<file path="src/rtl/cache_dm_param.sv">
`timescale 1ns/1ps
`default_nettype none
// ============================================================================
// Module      : cache_dm_param
// Description : Parametrised direct-mapped, write-through, write-allocate
//               byte cache between a CPU request port (4-phase handshake) and
//               a backing-memory port. One outstanding request at a time.
//               Strobed invalidate port accepted in every state.
//               Optional macro CACHE_STATS_EN adds saturating hit_count and
//               miss_count outputs.
// Revision    : 1.0 - initial release
// ============================================================================
module cache_dm_param #(
    parameter int ADDR_W     = 16,
    parameter int LINE_BYTES = 2,
    parameter int NUM_LINES  = 64
) (
    input  logic                    clock,
    input  logic                    reset,
    input  logic [ADDR_W+8:0]       cpu_request,
    input  logic                    cpu_request_ready,
    input  logic                    invalidate_valid,
    input  logic [ADDR_W-1:0]       invalidate_address,
    output logic [ADDR_W+8:0]       memory_request,
    output logic                    memory_request_ready,
    input  logic [LINE_BYTES*8-1:0] memory_response,
    input  logic                    memory_response_ready,
    output logic [7:0]              data_out,
    output logic                    data_out_ready
`ifdef CACHE_STATS_EN
    ,
    output logic [15:0]             hit_count,
    output logic [15:0]             miss_count
`endif
);

    localparam int c_OFFSET_W = $clog2(LINE_BYTES);
    localparam int c_INDEX_W  = $clog2(NUM_LINES);
    localparam int c_TAG_W    = ADDR_W - c_INDEX_W - c_OFFSET_W;
    localparam int c_LINE_W   = LINE_BYTES * 8;

    typedef enum logic [1:0] {
        S_IDLE     = 2'd0,
        S_LOOKUP   = 2'd1,
        S_MEM_WAIT = 2'd2,
        S_DONE     = 2'd3
    } state_t;

    state_t                  r_state;
    logic [ADDR_W+8:0]       r_req;
    logic [NUM_LINES-1:0]    r_valid;
    logic [c_TAG_W-1:0]      r_tag  [NUM_LINES];
    logic [c_LINE_W-1:0]     r_data [NUM_LINES];

    // Fields of the captured request
    logic [ADDR_W-1:0]       w_addr;
    logic                    w_write;
    logic [c_TAG_W-1:0]      w_tag;
    logic [c_INDEX_W-1:0]    w_idx;
    logic [c_OFFSET_W-1:0]   w_off;
    logic [c_LINE_W-1:0]     w_line;
    logic [7:0]              w_hit_byte;
    logic [7:0]              w_resp_byte;
    logic                    w_lookup_hit;
    logic                    w_read_hit;
    logic                    w_fill;

    // Fields of the invalidate address
    logic [c_TAG_W-1:0]      w_inv_tag;
    logic [c_INDEX_W-1:0]    w_inv_idx;
    logic                    w_inv_match;

    assign w_addr      = r_req[ADDR_W-1:0];
    assign w_write     = r_req[ADDR_W+8];
    assign w_tag       = w_addr[ADDR_W-1:c_INDEX_W+c_OFFSET_W];
    assign w_idx       = w_addr[c_INDEX_W+c_OFFSET_W-1:c_OFFSET_W];
    assign w_off       = w_addr[c_OFFSET_W-1:0];
    assign w_line      = r_data[w_idx];
    assign w_hit_byte  = w_line[{w_off, 3'b000} +: 8];
    assign w_resp_byte = memory_response[{w_off, 3'b000} +: 8];

    assign w_lookup_hit = r_valid[w_idx] && (r_tag[w_idx] == w_tag);
    assign w_read_hit   = w_lookup_hit && !w_write;
    assign w_fill       = (r_state == S_MEM_WAIT) && memory_response_ready;

    assign w_inv_tag = invalidate_address[ADDR_W-1:c_INDEX_W+c_OFFSET_W];
    assign w_inv_idx = invalidate_address[c_INDEX_W+c_OFFSET_W-1:c_OFFSET_W];

    // An invalidate racing a fill of the same index must compare against the
    // tag being written this cycle, not the outgoing one.
    assign w_inv_match = (w_fill && (w_inv_idx == w_idx))
                       ? (w_inv_tag == w_tag)
                       : (r_valid[w_inv_idx] && (r_tag[w_inv_idx] == w_inv_tag));

    // Request FSM with registered memory-side and CPU-side outputs
    always_ff @(posedge clock or posedge reset) begin
        if (reset) begin
            r_state              <= S_IDLE;
            r_req                <= '0;
            memory_request       <= '0;
            memory_request_ready <= 1'b0;
            data_out             <= 8'h00;
            data_out_ready       <= 1'b0;
        end else begin
            case (r_state)
                S_IDLE: begin
                    if (cpu_request_ready) begin
                        r_req   <= cpu_request;
                        r_state <= S_LOOKUP;
                    end
                end
                S_LOOKUP: begin
                    if (w_read_hit) begin
                        data_out       <= w_hit_byte;
                        data_out_ready <= 1'b1;
                        r_state        <= S_DONE;
                    end else begin
                        // Read miss, or any write (write-through)
                        memory_request       <= r_req;
                        memory_request_ready <= 1'b1;
                        r_state              <= S_MEM_WAIT;
                    end
                end
                S_MEM_WAIT: begin
                    if (memory_response_ready) begin
                        data_out             <= w_resp_byte;
                        data_out_ready       <= 1'b1;
                        memory_request_ready <= 1'b0;
                        r_state              <= S_DONE;
                    end
                end
                S_DONE: begin
                    if (!cpu_request_ready) begin
                        data_out_ready <= 1'b0;
                        r_state        <= S_IDLE;
                    end
                end
                default: r_state <= S_IDLE;
            endcase
        end
    end

    // Valid bits: set by a fill, cleared by a matching invalidate (which wins)
    always_ff @(posedge clock or posedge reset) begin
        if (reset) begin
            r_valid <= '0;
        end else begin
            if (w_fill) begin
                r_valid[w_idx] <= 1'b1;
            end
            if (invalidate_valid && w_inv_match) begin
                r_valid[w_inv_idx] <= 1'b0;
            end
        end
    end

    // Tag and data arrays; contents are meaningless while the valid bit is 0
    always_ff @(posedge clock) begin
        if (w_fill) begin
            r_data[w_idx] <= memory_response;
            r_tag[w_idx]  <= w_tag;
        end
    end

`ifdef CACHE_STATS_EN
    // Saturating hit/miss counters, sampled at the lookup decision
    always_ff @(posedge clock or posedge reset) begin
        if (reset) begin
            hit_count  <= 16'h0000;
            miss_count <= 16'h0000;
        end else if (r_state == S_LOOKUP) begin
            if (w_read_hit) begin
                if (hit_count != 16'hFFFF) begin
                    hit_count <= hit_count + 16'h0001;
                end
            end else begin
                if (miss_count != 16'hFFFF) begin
                    miss_count <= miss_count + 16'h0001;
                end
            end
        end
    end
`endif

endmodule
`default_nettype wire
</file>
<file path="config.mk">
export PLATFORM = sky130hd
export DESIGN_NAME = cache_dm_param
export DESIGN_NICKNAME = d
export VERILOG_FILES = /design/src/rtl/cache_dm_param.sv
export SDC_FILE = /design/constraint.sdc
export NUM_CORES = 2
export LEC_CHECK = 0
export ABC_AREA = 1
export BUFFER_PORTS_ARGS = -buffer_cell sky130_fd_sc_hd__buf_4
export CELL_PAD_IN_SITES_DETAIL_PLACEMENT = 0
export CELL_PAD_IN_SITES_GLOBAL_PLACEMENT = 1
export CORE_MARGIN = 5
export CORE_UTILIZATION = 46
export CTS_CLUSTER_SIZE = 30
export DETAILED_ROUTE_END_ITERATION = 16
export GPL_ROUTABILITY_DRIVEN = 0
export PLACE_DENSITY = 0.76
export REMOVE_ABC_BUFFERS = 1
export SLEW_MARGIN = 20
export SYNTH_ARGS = -nofsm -noshare
export SYNTH_HDL_FRONTEND = slang
export SYNTH_SLANG_ARGS = --single-unit
</file>
<file path="constraint.sdc">
create_clock -name clock -period 3.99 [get_ports clock]
set_input_delay 0.798 -clock clock [delete_from_list [all_inputs] [get_ports clock]]
set_output_delay 0.798 -clock clock [all_outputs]
set_load 0.02 [all_outputs]
</file>
### After elaboration in Yosys (flattened, before gate mapping)

Memory sizes are Yosys's and may differ from the RTL's.
Index checks and enable logic that the tools add are counted.

* output and inout bits: 35
* bits in writable memories: 1600
* latch bits: 0
* register bits: 126
* ROM bits: 0
* input bits: 62
* memories: 2
* word-level logic and storage cells: 77

* $lt $le $gt $ge: 4
* divide/modulo/power cells: 0
* bitwise gates (word level): 4
* add/sub/neg operators: 0
* mux-type cells: 28
* shift-type cells: 2
* equal/unequal tests: 12
* reductions and logical operators: 18
* multipliers: 0

Memories
* r_data: depth 64, bits a word 16, read ports 1, clocked after Yosys merged registers in 0, wr ports 1, line 53 `logic [c_LINE_W-1:0] r_data [NUM_LINES];`
* r_tag: depth 64, bits a word 9, read ports 2, clocked after Yosys merged registers in 0, wr ports 1, line 52 `logic [c_TAG_W-1:0] r_tag [NUM_LINES];`

Operator list (number)
* two-way mux 64 bit: 2
* AND 64 bit: 1
* NOT 64 bit: 1
* OR 64 bit: 1
* variable part select 16 x 5 -> 8 bit: 2
* equality test 9 bit: 3
* two-way mux 8 bit: 2
* one-hot mux 8 bit (2 select lines): 1
* < comparator 6 x 7 -> 1 bit, second input constant: 2
* two-way mux 1 bit: 13
* binary-select mux 1 bit (select 6 bit): 2
* demux 1 bit (select 6 bit): 2
* >= comparator 6 x 1 -> 1 bit, second input constant: 2
* != test 2 bit, second input constant: 5
* AND reduction 3 bit: 3
* logical AND 1 bit: 8
* one-hot mux 2 bit (4 select lines): 1
* equality test 6 bit: 1
* two-way mux 2 bit: 3
* equality test 2 bit, second input constant: 2
* AND reduction 2 bit: 2
* AND reduction 4 bit: 1
* one-hot mux 1 bit (3 select lines): 1
* nonzero test 3 bit: 1
* 6 further kinds: 6

### Longest topological paths before layout

* depth after elaboration: 8
* depth in mapped cells: 23
* gate-level depth less buffers: 20

### Worst setup path before layout

OpenSTA, ideal clock, no wires.

* path type: register to register
* start point: register r_req[1]
* end point: memory r_data[15][0] (netlist bit) (enable)
* clock period less this slack: 3412 ps
* buffers on the path: 7
* stages on the path, launching flop included: 12
* required time: 3583 ps
* setup slack: 578 ps
* library setup time: 407 ps
* arrival: 3006 ps
* cells stage by stage: dfrtp_1 -> buf_4 -> inv_2 -> buf_6 -> buf_6 -> nor2_1 -> buf_2 -> buf_2 -> buf_2 -> nand2_1 -> clkbuf_1 -> nor2_1

RTL lines
* start: declaration: line 50 `logic [ADDR_W+8:0] r_req;`
* start signal: assignment: line 108 `r_req <= cpu_request;`
* end: declaration: line 53

No word-level cell before the write port.

### Worst setup path after layout

* start point: register r_req[1]
* end point: memory r_data[55][8] (netlist bit) (enable)

No word-level cell before the write port.

==> flow_summary.rst <==
.. list-table::
   :header-rows: 1

   * - Metric
     - Value
   * - RSZ-0062 raised after global routing
     - false
   * - Dpl cell area
     - 81600 µm²
   * - Pin slew with the least headroom to its limit
     - 854 ps
   * - HPWL after detailed placement
     - 147000 µm
   * - Iteration count of the initial detailed-routing pass
     - 6
   * - Psw
     - 19.0 mW
   * - Crit path arrival time
     - 4240 ps
   * - Largest net degree at the start of global routing
     - 79
   * - Highest net fanout along the worst path
     - 45
   * - Design Area, Final
     - 87400 µm²
   * - Fmax achieved
     - 0.267 GHz
   * - Worst vdd ir
     - 518 µV
   * - Sum of negative setup slack
     - 0 ps
   * - Detailed-route via count
     - 55547
   * - Wire length of the first global-routing pass
     - 351000 µm
   * - Total power density per cell area
     - 620 nW/µm²
   * - CTS sink cnt
     - 1726
   * - Final routed DRC violation total
     - 0
   * - Outcome
     - completed
   * - Total detailed-routing wirelength
     - 244000 µm
   * - Insertion delay of the later-clocked pin in the worst-skew pair
     - 820 ps
   * - Count of mapped cells out of synthesis
     - 7272
   * - Number of synthesized flops with an enable pin
     - 1600
   * - Row count
     - 149
   * - Multiplexer fraction of the synthesized cell area
     - 0.119%
   * - Post-route worst setup slack
     - 243 ps
   * - Post-detailed-route wirelength per cell
     - 24.8 µm
   * - Starting density of the core
     - 46.1%
   * - FFs w/ async S/R, synth
     - 7.30%
   * - Number of synthesis warnings
     - 0
   * - Endpoints failing setup
     - 0
   * - Number of CTS-inserted buffers
     - 177
   * - Clock power frac
     - 30.3%
   * - Highest layer used for signal routing
     - met5
   * - Fraction of final layout cells sized beyond drive strength 1
     - 11.1%
   * - Register-to-Register Setup Slack
     - 240 ps
   * - Total I/O pin count
     - 97
   * - Fraction of the mapped netlist area in simple logic gates
     - 18.3%
   * - Die area
     - 173000 µm²
   * - Post-place setup slack
     - 114 ps
   * - Area added between synthesis and finish
     - 15.2%
   * - Total global-route track usage
     - 27.4%
   * - Layout Nets
     - 7554
   * - Sequential element share of the synthesized area
     - 67.5%
   * - Worst rel slew slack
     - 42.9%
   * - Cell Area, Synth
     - 75800 µm²
   * - Final hold violation count
     - 0
   * - Die outline height
     - 416 µm
   * - Sequential power share
     - 40.2%
   * - H-tree Lvls
     - 4
   * - Root Buffer
     - sky130_fd_sc_hd__clkbuf_16
   * - Slew Limit Fails
     - 0
   * - Final critical-path required period
     - 3750 ps
   * - Class of the tightest hold or removal check
     - input pin to asynchronous set/reset pin
   * - Top flip-flop cell by instance count after synthesis
     - sky130_fd_sc_hd__edfxtp_1
   * - Post-Synth Adder-Cell Area
     - 0.0660%
   * - Reported leakage power
     - 34.2 nW
   * - Internal power consumption
     - 35.2 mW
   * - Vias per Instance
     - 5.66
   * - Standard cell core area
     - 164000 µm²
   * - Port Buffers
     - 95
   * - Antenna violation net count after detailed routing
     - 0
   * - CP Launch Type
     - flip-flop
   * - Number of unique standard cell types used by synthesis
     - 48
   * - Category of the critical setup timing path
     - flip-flop to flip-flop
   * - Most frequent cell after synthesis
     - sky130_fd_sc_hd__nand2_1
   * - Critical Path RT
     - 4480 ps
   * - Clock skew after layout
     - 24.5 ps
   * - Met3 wirelength from detailed routing
     - 22200 µm
   * - Most area-hungry cell type in the Yosys netlist
     - sky130_fd_sc_hd__edfxtp_1
   * - Portion of synthesized cell area occupied by the leading cell type
     - 63.3%
   * - Compound-cell area share of the yosys netlist
     - 8.33%
   * - Parity-gate share of the synthesized area counting xor and xnor cells
     - 0.0346%
   * - DR iter-0 viols
     - 6909
   * - Share of the clock period used by the worst path
     - 93.9%
   * - Post-layout power
     - 54.1 mW
   * - Register bit total from synthesis
     - 1726
   * - Top cell types by occurrence after synthesis
     - 2746 x sky130_fd_sc_hd__nand2_1, 1600 x sky130_fd_sc_hd__edfxtp_1, 612 x sky130_fd_sc_hd__inv_1
   * - Largest family of logic cells by synthesized area
     - simple AND/OR/NAND/NOR gates
   * - Ranking of synthesized cells by area
     - sky130_fd_sc_hd__edfxtp_1 63%, sky130_fd_sc_hd__nand2_1 14%, sky130_fd_sc_hd__dfrtp_1 4.2%, sky130_fd_sc_hd__o21ai_0 3.2%, sky130_fd_sc_hd__inv_1 3.0%
   * - Buffer depth of the longest clock path
     - 3
   * - Clock-pin slew on the worst setup and hold paths
     - 60 ps
   * - Maximum capacitance violations
     - 0
   * - Wire length on met1
     - 101000 µm
   * - Total gr overflow
     - 0
   * - Vias in the first global route
     - 51504
   * - Fraction of power consumed by combinational cells
     - 29.5%
   * - Met2 routed wirelength
     - 111000 µm
   * - CTS tree
     - built
   * - Number of antenna violations at the first check in global routing
     - 4
   * - Die boundary width
     - 416 µm
   * - Share of total power consumed by net switching
     - 35.0%
   * - Avg Cell Area, Syn
     - 10.4 µm²
   * - CTS Hold Bufs
     - 0
   * - Post-CTS Repair Setup Buffers
     - 0
   * - Nature of the critical path endpoint
     - flip-flop
## kinds of logic (layout without fill, tap and decap cells)
group / after synthesis / count (layout)
simple gates: 3481 / 3481
flops: 1726 / 1726
buf+inv: 1033 / 1388
compound gates: 1017 / 1017
mux: 8 / 8
fa+ha+maj: 4 / 4
xor+xnor: 3 / 3
other cells: 0 / 3
## routing by layer
metal | vias up | GRT usage (%)
met1 | 27055 | 39.1
li1 | 25193 | -
met3 | 460 | 3.89
met4 | 2 | 10.4
met5 | - | 0
met2 | 2837 | 43.0
## worst paths after layout
kind                            cells after the start                 end       startpoint
worst max-delay path                                8       r_data[55][8]         r_req[1]
worst min-delay path                                2           r_req[17]            reset
worst max register to register                      8       r_data[55][8]         r_req[1]
worst min register to register                      2  memory_request[17]        r_req[17]
max in group asynchronous                           3           r_req[10]            reset
min in group clock                                  2           r_req[19]  cpu_request[19]
## state kept, by name, indices dropped and copies added (netlist names)
| name | count |
|---|---|
| r_valid | 64 |
| data_out_ready | 1 |
| memory_request_ready | 1 |
| r_data | 1024 |
| data_out | 8 |
| r_state | 2 |
| r_tag | 576 |
| r_req | 25 |
| memory_request | 25 |
## critical path, cell delays in order, from the launching register on
cell                       delay (ps)
sky130_fd_sc_hd__dfrtp_4          510
sky130_fd_sc_hd__clkinv_8         250
sky130_fd_sc_hd__buf_12           300
sky130_fd_sc_hd__nor2_4           510
sky130_fd_sc_hd__buf_12           370
sky130_fd_sc_hd__nand2_1          310
sky130_fd_sc_hd__buf_4            300
sky130_fd_sc_hd__nor2_4           460
sky130_fd_sc_hd__buf_12           270
## stage by stage
stage	hold WS, ps	utilization [%]	instances
finish	94.6	53.1	9819
global route	129	53.1	9817
CTS	116	53.1	9816
detailed placement	451	49.6	9498
global placement	446	49.6	9498
floorplan	436	-	6867
## cell usage in the layout, fill, tap and decap left out, types with 15 or more instances in the layout
cell and n:
sky130_fd_sc_hd__o21ai_0 492, sky130_fd_sc_hd__clkbuf_1 32, sky130_fd_sc_hd__buf_4 362, sky130_fd_sc_hd__a221oi_1 93, sky130_fd_sc_hd__a21oi_1 51, sky130_fd_sc_hd__o2111ai_1 22, sky130_fd_sc_hd__buf_12 78, sky130_fd_sc_hd__a22oi_1 106
sky130_fd_sc_hd__nor2_4 69, sky130_fd_sc_hd__clkinv_2 32, sky130_fd_sc_hd__nor2_1 239, sky130_fd_sc_hd__edfxtp_1 1600, sky130_fd_sc_hd__clkbuf_16 178, sky130_fd_sc_hd__clkinv_1 39, sky130_fd_sc_hd__nand2_1 2744, sky130_fd_sc_hd__inv_1 610
sky130_fd_sc_hd__nand3_1 240, sky130_fd_sc_hd__dfrtp_1 116, sky130_fd_sc_hd__o211ai_1 138, sky130_fd_sc_hd__nand4_1 123, sky130_fd_sc_hd__bufinv_16 15, sky130_fd_sc_hd__a22o_1 21, sky130_fd_sc_hd__o21ai_1 53, sky130_fd_sc_hd__or2_2 32
## power by group through the flow
stage | Sequential [mW] | Combinational, mW | Clock [mW]
detailed placement | 22.1 | 15.8 | 0
finish | 21.8 | 16.0 | 16.4
global placement | 22.1 | 15.6 | 0
floorplan | 22.7 | 7.78 | 0
global route | 21.8 | 17.1 | 17.4
CTS | 21.7 | 15.8 | 16.6
## repair_timing
item,in CTS,in global routing
hold endpoints to repair,0,0
setup endpoints to repair,0,3
resized for setup,0,1
## layout make-up
cell class,instances,area [µm²]
Antenna cell,3,7.51
Clock buffer,215,4640
Clock inverter,103,1090
Fill cell,14289,77100
Inverter,628,2390
Multi-Input combinational cell,4513,21000
Sequential cell,1726,51200
Tap cell,2189,2740
Timing Repair Buffer,442,4310
(Power assumes the default switching activity.)
